`src/rtl/shift_seq_pkg.sv`:
```
// Shared types and widths for the shift-register load/shift sequencer.
package shift_seq_pkg;

  localparam int CNT_W      = 8;
  localparam int WORD_CNT_W = 8;

  typedef enum logic [1:0] {
    IDLE,
    LOAD,
    SHIFT
  } seq_state_t;

endpackage

```
`src/rtl/sync_fifo.sv`:
```
// Small synchronous FIFO that queues parallel words ahead of the sequencer.
// The head entry is presented combinationally on rdata.
module sync_fifo #(
  parameter int WIDTH = 4,
  parameter int DEPTH = 4
) (
  input  logic                   clk,
  input  logic                   rst,
  input  logic                   push,
  input  logic                   pop,
  input  logic [WIDTH-1:0]       wdata,
  output logic [WIDTH-1:0]       rdata,
  output logic [$clog2(DEPTH):0] count,
  output logic                   full,
  output logic                   empty
);

  localparam int AW = $clog2(DEPTH);
  localparam logic [AW:0] FULL_COUNT = DEPTH[AW:0];

  logic [WIDTH-1:0] mem [DEPTH];
  logic [AW-1:0]    wptr;
  logic [AW-1:0]    rptr;
  logic             do_push;
  logic             do_pop;

  assign do_push = push && !full;
  assign do_pop  = pop && !empty;
  assign full    = (count == FULL_COUNT);
  assign empty   = (count == '0);
  assign rdata   = mem[rptr];

  always_ff @(posedge clk) begin
    if (do_push) begin
      mem[wptr] <= wdata;
    end
  end

  // Pointers wrap naturally because DEPTH is a power of two.
  always_ff @(posedge clk) begin
    if (rst) begin
      wptr  <= '0;
      rptr  <= '0;
      count <= '0;
    end else begin
      if (do_push) begin
        wptr <= wptr + 1'b1;
      end
      if (do_pop) begin
        rptr <= rptr + 1'b1;
      end
      case ({do_push, do_pop})
        2'b10:   count <= count + 1'b1;
        2'b01:   count <= count - 1'b1;
        default: ;
      endcase
    end
  end

endmodule

```
`src/rtl/shift_load_sequencer.sv`:
```
// Control stage for the 4-bit left shift register: pulls words from a FIFO,
// strobes load with the word, then issues SHIFTS shift enables per word.
module shift_load_sequencer
  import shift_seq_pkg::*;
#(
  parameter int WIDTH  = 4,
  parameter int DEPTH  = 4,
  parameter int SHIFTS = 4
) (
  input  logic                   clk,
  input  logic                   rst,
  input  logic                   in_valid,
  input  logic [WIDTH-1:0]       in_data,
  output logic                   in_ready,
  input  logic                   hold,
  output logic                   load,
  output logic [WIDTH-1:0]       d,
  output logic                   shift_en,
  output logic                   busy,
  output logic [$clog2(DEPTH):0] fifo_count,
  output logic [WORD_CNT_W-1:0]  words_done
);

  localparam logic [CNT_W-1:0] LAST_CNT = CNT_W'(SHIFTS - 1);

  seq_state_t       state;
  logic [CNT_W-1:0] shift_cnt;
  logic [WIDTH-1:0] head;
  logic             fifo_full;
  logic             fifo_empty;
  logic             push;
  logic             pop;
  logic             last_shift;

  sync_fifo #(
    .WIDTH(WIDTH),
    .DEPTH(DEPTH)
  ) u_fifo (
    .clk  (clk),
    .rst  (rst),
    .push (push),
    .pop  (pop),
    .wdata(in_data),
    .rdata(head),
    .count(fifo_count),
    .full (fifo_full),
    .empty(fifo_empty)
  );

  // No bypass: a full FIFO refuses a word even when a pop happens that cycle.
  assign in_ready   = !rst && !fifo_full;
  assign push       = in_valid && in_ready;
  assign shift_en   = (state == SHIFT) && !hold;
  assign last_shift = shift_en && (shift_cnt == LAST_CNT);
  assign pop        = !fifo_empty && (((state == IDLE) && !hold) || last_shift);
  assign busy       = (state != IDLE) || !fifo_empty;

  // The final shift edge chains straight into the next LOAD so that words
  // stream at one per SHIFTS+1 cycles with no idle gap.
  always_ff @(posedge clk) begin
    if (rst) begin
      state      <= IDLE;
      shift_cnt  <= '0;
      load       <= 1'b0;
      d          <= '0;
      words_done <= '0;
    end else begin
      load <= 1'b0;
      case (state)
        IDLE: begin
          if (pop) begin
            state <= LOAD;
            load  <= 1'b1;
            d     <= head;
          end
        end
        LOAD: begin
          state     <= SHIFT;
          shift_cnt <= '0;
        end
        SHIFT: begin
          if (last_shift) begin
            words_done <= words_done + 1'b1;
            if (pop) begin
              state <= LOAD;
              load  <= 1'b1;
              d     <= head;
            end else begin
              state <= IDLE;
            end
          end else if (shift_en) begin
            shift_cnt <= shift_cnt + 1'b1;
          end
        end
        default: state <= IDLE;
      endcase
    end
  end

endmodule

```
`config.mk`:
```
export PLATFORM = sky130hd
export DESIGN_NAME = shift_load_sequencer
export DESIGN_NICKNAME = d
export VERILOG_FILES = /design/src/rtl/shift_seq_pkg.sv /design/src/rtl/sync_fifo.sv /design/src/rtl/shift_load_sequencer.sv
export SDC_FILE = /design/constraint.sdc
export NUM_CORES = 1
export LEC_CHECK = 0
export ABC_AREA = 0
export CORE_MARGIN = 5
export CORE_UTILIZATION = 38
export DETAILED_ROUTE_END_ITERATION = 6
export PLACE_DENSITY = 0.69
export SLEW_MARGIN = 25
export SYNTH_ARGS = -nofsm -noshare
export SYNTH_HDL_FRONTEND = slang
export SYNTH_SLANG_ARGS = --single-unit
```
`constraint.sdc`:
```
create_clock -name clk -period 2.4 [get_ports clk]
set_input_delay 0.48 -clock clk [delete_from_list [all_inputs] [get_ports clk]]
set_output_delay 0.48 -clock clk [all_outputs]
set_load 0.01 [all_outputs]
```
**Yosys cells after proc, flatten, opt, wreduce, memory -nomap -nowiden**

Memories as Yosys holds them, arrays and structs flattened. A register that Yosys moved wholly into a read port is not among the register bits.
Index checks and enable logic that the tools add are counted.

- Output and inout port bits: 19
- Bits in latches: 0
- Bits in writable memories: 16
- Register bits after elaboration: 30
- Memories kept: 1
- Memory bits (read-only): 0
- Bits of input ports: 8

Memory list:

| name | depth | bits a word | rd ports | clocked after memory_dff | wr ports | line | RTL |
|---|---|---|---|---|---|---|---|
| u_fifo.mem | 4 | 4 | 1 | 1 | 1 | sync_fifo.sv:21 | `logic [WIDTH-1:0] mem [DEPTH];` |

- Multipliers: 0
- Reduce and logical (&&, ||, !) cells: 24
- Add/subtract/negate cells: 6
- Muxes and demuxes: 18
- Shift-type cells: 0
- Order comparisons: 0
- Bitwise logic cells: 0
- Divide/modulo/power cells: 0
- Equality and inequality tests: 10

Operators by type and width:

| cell | number |
|---|---|
| $add A8 B1 Y8 const B | 2 |
| $mux W8 | 2 |
| $pmux W8 S2 | 1 |
| $eq A8 B2 Y1 const B | 1 |
| $logic_and A1 B1 Y1 | 8 |
| $mux W2 | 4 |
| $mux W4 | 2 |
| $pmux W4 S2 | 1 |
| $reduce_bool A2 Y1 | 4 |
| $ne A2 B2 Y1 const B | 3 |
| $pmux W2 S3 | 1 |
| $pmux W3 S2 | 1 |
| $reduce_and A2 Y1 | 3 |
| $mux W1 | 5 |
| $add A2 B1 Y2 const B | 2 |
| $eq A2 B1 Y1 const B | 2 |
| $eq A2 B2 Y1 const B | 2 |
| $logic_not A1 Y1 | 4 |
| $add A3 B1 Y3 const B | 1 |
| $eq A3 B3 Y1 const B | 1 |
| $logic_not A3 Y1 | 1 |
| $reduce_and A3 Y1 | 1 |
| $sub A3 B1 Y3 const B | 1 |
| $logic_not A2 Y1 | 1 |
| other kinds (3) | 4 |

**Depth between registers and ports, before layout**

- Depth in word-level cells: 8
- Gate-level depth with buffers: 11

**Cells and area by module**

Synthesis repeated with hierarchy kept, for this count alone.

- Cells, all modules: 193
- Area, all modules: 2162.1 um^2

By module, submodules not included:

| module | cells an instance | area each (um^2) | times used | seq. area each (um^2) |
|---|---|---|---|---|
| shift_load_sequencer | 119 | 1116.1 | 1 | 460.4 |
| sync_fifo | 74 | 1046.0 | 1 | 660.6 |

**Least setup slack after synthesis**

OpenSTA, ideal clock, no wires.

- Path type: register to register
- Start: reg shift_cnt[0]
- End: reg u_fifo.count[2]
- Library setup time: 0.071 ns
- Cell stages (with the launch flop): 12
- Buffers on the path: 1
- Clock period less this slack: 2.630 ns
- Arrival: 2.559 ns
- Data required time: 2.329 ns
- Path slack: -0.230 ns
- Cell sequence: dfxtp_1 ha_1 nor4b_4 a21boi_2 buf_6 nor2_1 ha_1 inv_1 fa_1 xor2_1 or3_1 a21oi_1

- Longest elaborated chain between the ends: 7
- Elaborated cells on any way between the ends: 9
- Those cells by class: eq/ne (3); mux (1); reduce/logical (5)

RTL lines:

| element | line | RTL |
|---|---|---|
| from (decl) | shift_load_sequencer.sv:27 | `logic [CNT_W-1:0] shift_cnt;` |
| from (signal assigned) | shift_load_sequencer.sv:92 | `shift_cnt <= shift_cnt + 1'b1;` |
| $eq A8 B2 Y1 * | shift_load_sequencer.sv:54 | `assign last_shift = shift_en && (shift_cnt == LAST_CNT);` |
| $logic_and A1 B1 Y1 * | shift_load_sequencer.sv:54 |  |
| $logic_or A1 B1 Y1 * | shift_load_sequencer.sv:55 | `assign pop = !fifo_empty && (((state == IDLE) && !hold) \|\| last_shift);` |
| $logic_and A1 B1 Y1 * | shift_load_sequencer.sv:55 |  |
| $logic_and A1 B1 Y1 * | sync_fifo.sv:28 | `assign do_pop = pop && !empty;` |
| net u_fifo.do_pop | sync_fifo.sv:25 | `logic do_pop;` |
| $eq A2 B1 Y1 or $eq A2 B2 Y1 (tied branches) | sync_fifo.sv:52 | `case ({do_push, do_pop})` |
| $pmux W3 S2 or $reduce_bool A2 Y1 (tied branches) | n/a |  |
| to (signal assigned) | sync_fifo.sv:53 | `2'b10: count <= count + 1'b1;` |
| to (signal assigned) | sync_fifo.sv:54 | `2'b01: count <= count - 1'b1;` |
| to (decl) | sync_fifo.sv:13 | `output logic [$clog2(DEPTH):0] count,` |

The timed path passes the listed nets; every way through them passes the cells marked *.
A chain may end at the register's enable or synchronous reset.

**Worst setup path after layout**

- Start: in rst
- End: out in_ready

- Longest elaborated chain between the ends: 2

RTL lines:

| element | line | RTL |
|---|---|---|
| from (decl) | shift_load_sequencer.sv:11 | `input logic rst,` |
| $logic_not A1 Y1 | shift_load_sequencer.sv:51 | `assign in_ready = !rst && !fifo_full;` |
| $logic_and A1 B1 Y1 | shift_load_sequencer.sv:51 |  |
| to (decl) | shift_load_sequencer.sv:14 | `output logic in_ready,` |

No other way between the ends.

==> results.txt <==
maximum number of buffers from clock root to sink - 2
worst clock skew - 0.004990 ns
fraction of synthesized cell area taken by the top area cell type - 0.3031
detailed-route via count - 1476
layout cell share with drive strength beyond 1 - 0.1522
All-Layer GR Usage - 0.1186
Initial Utilization - 0.3885
most repeated cell in the gate-level netlist after synthesis - sky130_fd_sc_hd__dfxtp_1
clock latency on the worst-skew pair - 0.30 ns
maximum clock frequency - 0.4462 GHz
share of power burned in the clock network - 0.269
worst reg2reg setup slack - 0.18 ns
post-detailed-route via-to-cell ratio - 4.887
delay of the slowest critical-path stage - 0.55 ns
met3 wire length - 129 um
YS warnings - 0
worst reg-to-reg path cell count - 10
number of input and output port buffers inserted - 26
maximum number of pins on one net before global-route repair - 30
Final Setup Violations - 0
share of total power consumed by net switching - 0.2812
number of different library cells in the post-synthesis netlist - 38
highest ir drop seen on vdd - 0.0004012 V
setup repair after global routing missed its margin - no
CP Cell Sequence - clkdlybuf4s50_1 -> buf_4 -> a21oi_1 -> clkdlybuf4s50_1
Synth Cell Area - 2113 sq um
via count of the first global-routing pass - 1475
Final Power - 2.134 mW
fill cell total of the finished layout - 494
run status - finished, final reports clean
Placed Cells - 294
capturing element type of the critical path - primary output
Relative slew margins - 0.7941
maximum fanout encountered on the critical timing path - 5
number of buffers and inverters on the critical path - 3
launch instance of the worst register-to-register path - shift_cnt[1]$_SDFFE_PP0P_
sort of element at the start of the critical path - input port
number of antenna diodes - 0
DR pass1 iterations - 4
Post-Synthesis Cells - 189
Synth area leaders - sky130_fd_sc_hd__dfxtp_1 30%, sky130_fd_sc_hd__edfxtp_1 23%, sky130_fd_sc_hd__mux4_2 4.3%
end of the worst register-to-register path - u_fifo.count[2]$_SDFFE_PP0P_
total gr overflow - 0
hold-critical path endpoint - d[0]$_SDFFE_PP0P_
startpoint of the most critical hold path - d[0]$_SDFFE_PP0P_
number of antenna violations at the first check in global routing - 0
CTS tree - done
top cell types by occurrence after synthesis - 32 x sky130_fd_sc_hd__dfxtp_1, 21 x sky130_fd_sc_hd__nor2_1, 16 x sky130_fd_sc_hd__edfxtp_1, 10 x sky130_fd_sc_hd__nand2_1
footprint of the multi-input gates - 965.9 sq um
post-route ant nets - 0
DRC violations left - 0
proportion of synthesized chip area in sequential cells - 0.5305
CTS HTree Levels - 2
global-route wire length before repair - 6824 um
sum of net half-perimeters after detailed placement - 3024 um
CTS clk-pin slew, worst paths - 0.08 ns
cell mode on critical path - sky130_fd_sc_hd__clkdlybuf4s50_1
Top delay family on crit path - buffers and inverters
number of buffers inserted to repair setup after CTS - 0
final period utilization - 0.9339
top routing layer used - met4
area taken by flip-flops and latches - 1124 sq um
clk sink count - 48
net switching power - 0.6001 mW
min cycle time layout - 2.241 ns
total nets after synthesis - 205
top flip-flop cell by instance count after synthesis - sky130_fd_sc_hd__dfxtp_1
final hold violation count - 0
final-stage net count - 245
Critical Path AT - 1.76 ns
type of the tightest min-delay check - reg -> reg
Starting DRT DRC Count - 20
Internal Pwr Total - 1.534 mW
sequential share of power - 0.468
share of synthesized flip-flops with an asynchronous set or reset - 0
classification of the worst setup path - in -> out
number of flops mapped to enable cells by yosys - 16
Met2 Wirelength - 2011 um
flop and latch count out of synthesis - 48
top-level port count - 27
Num CTS Buffers - 5
Die Span X - 84.58 um
Slowest-stage cell, CP - sky130_fd_sc_hd__clkdlybuf4s50_1
portion of total power attributed to combinational logic - 0.263
full die area - 7153 sq um
routed length on met1 - 1745 um
post-detailed-routing wire length - 3955 um
final non-filler cell total - 302
reported leakage power - 0.9393 nW
DIE HEIGHT - 84.58 um
core area - 5439 sq um
number of rows created at floorplan - 27
CTS Root Buffer Type - sky130_fd_sc_hd__clkbuf_8
endpoint required time on the critical path - 1.92 ns
relative area change from synthesis to final layout - 26.29%
Min-Delay Path Depth - 2
transition at the pin with the smallest max-transition slack - 0.3060 ns
Final GP Congestion - 0.7092
routed wire length per instance - 13.10 um
average size of a mapped cell - 11.18 sq um
Maximum Capacitance Violations - 0
leading area contributor after synthesis - sky130_fd_sc_hd__dfxtp_1
max-slew violations - 0
total power per unit cell area - 799.7 nW/um^2
-- worst max-delay path by stage --
stage	endpoint	cells after the start	from	slack, ns
CTS	in_ready	4	rst	0.13
finish	in_ready	4	rst	0.16
global placement	u_fifo.count[2]$_SDFFE_PP0P_	10	hold	-0.09
floorplan	u_fifo.count[2]$_SDFFE_PP0P_	11	shift_cnt[0]$_SDFFE_PP0P_	0.04
detailed placement	u_fifo.count[2]$_SDFFE_PP0P_	10	hold	-0.14
global route	u_fifo.count[2]$_SDFFE_PP0P_	10	shift_cnt[1]$_SDFFE_PP0P_	0.02
-- cells in the final DEF (no fill, tap or decap), types with 5 or more instances in the layout --
| cell | count |
|---|---|
| sky130_fd_sc_hd__o21ai_0 | 9 |
| sky130_fd_sc_hd__xor2_1 | 9 |
| sky130_fd_sc_hd__nand2b_1 | 6 |
| sky130_fd_sc_hd__xnor2_1 | 5 |
| sky130_fd_sc_hd__inv_1 | 8 |
| sky130_fd_sc_hd__a21oi_1 | 8 |
| sky130_fd_sc_hd__clkdlybuf4s50_1 | 24 |
| sky130_fd_sc_hd__nand2_1 | 10 |
| sky130_fd_sc_hd__or3_1 | 5 |
| sky130_fd_sc_hd__nor2_1 | 20 |
| sky130_fd_sc_hd__dfxtp_1 | 30 |
| sky130_fd_sc_hd__edfxtp_1 | 16 |
| sky130_fd_sc_hd__clkbuf_8 | 5 |
| sky130_fd_sc_hd__buf_4 | 12 |
| sky130_fd_sc_hd__ha_1 | 5 |
| sky130_fd_sc_hd__and2_1 | 5 |
| sky130_fd_sc_hd__nand4_1 | 6 |
-- state kept, by name (all words and copies together) (netlist names), named ones only --
| signal | count |
|---|---|
| load | 1 |
| u_fifo.wptr | 2 |
| u_fifo.mem | 16 |
| u_fifo.rptr | 2 |
| words_done | 8 |
| u_fifo.count | 3 |
| state | 2 |
| shift_cnt | 8 |
| d | 4 |
-- per-layer routing --
layer  global-route usage  up-vias
met5                    0        -
met4              0.04317        0
met3              0.02944        6
met2               0.2043       21
met1               0.1429      697
li1                     -      752
-- power by group through the flow --
stage	sequential [mW]	combinational [mW]	clock (mW)
2_1_floorplan	1.02	0.325	0
3_5_place_dp	1.02	0.582	0
4_1_cts	1.00	0.573	0.593
3_3_place_gp	1.02	0.574	0
5_1_grt	1.02	0.627	0.628
6_report	0.998	0.562	0.575
-- stage by stage --
step                      setup WS [ns]  utilization  cell area, sq um   TNS, ns  hold WS [ns]
after global routing            0.01742       0.4907              2669         0        0.5092
after global placement         -0.08659       0.4714              2564  -0.09466        0.4611
after detailed placement        -0.1389       0.4714              2564   -0.1521        0.4638
after CTS                        0.1294       0.4907              2669         0        0.4783
final                            0.1587       0.4907              2669         0        0.4731
after floorplan                 0.03518            -              2151         0        0.4591
-- tightest hold or removal path: stages (launching register included) --
cell and delay, ns:
sky130_fd_sc_hd__dfxtp_1 0.32, sky130_fd_sc_hd__nand2b_1 0.06, sky130_fd_sc_hd__o21ai_0 0.06
-- timing repair --
action	in CTS	in global routing
resized for setup	2	0
setup endpoints to repair	2	0
hold buffers	0	0
-- final cells by class --
| cell class | instances | area share |
|---|---|---|
| Multi-Input combinational cell | 127 | 0.3619 |
| Clock inverter | 2 | 0.01313 |
| Sequential cell | 48 | 0.4210 |
| Tap cell | 72 | 0.03376 |
| Timing Repair Buffer | 38 | 0.1303 |
| Inverter | 9 | 0.01266 |
| Clock buffer | 6 | 0.02719 |
-- logic make-up (layout without fill, tap and decap cells) --
kind of cell	after synthesis	in the layout	synth area share
AO/OA/AOI/OAI	24	24	0.07045
buffers and inverters	14	55	0.02901
adder cells (fa/ha/maj)	8	8	0.05092
AND/OR/NAND/NOR	74	74	0.2037
multiplexers	7	7	0.05743
XOR/XNOR	14	14	0.05802
flip-flops	48	48	0.5305
(Power assumes the default switching activity.)
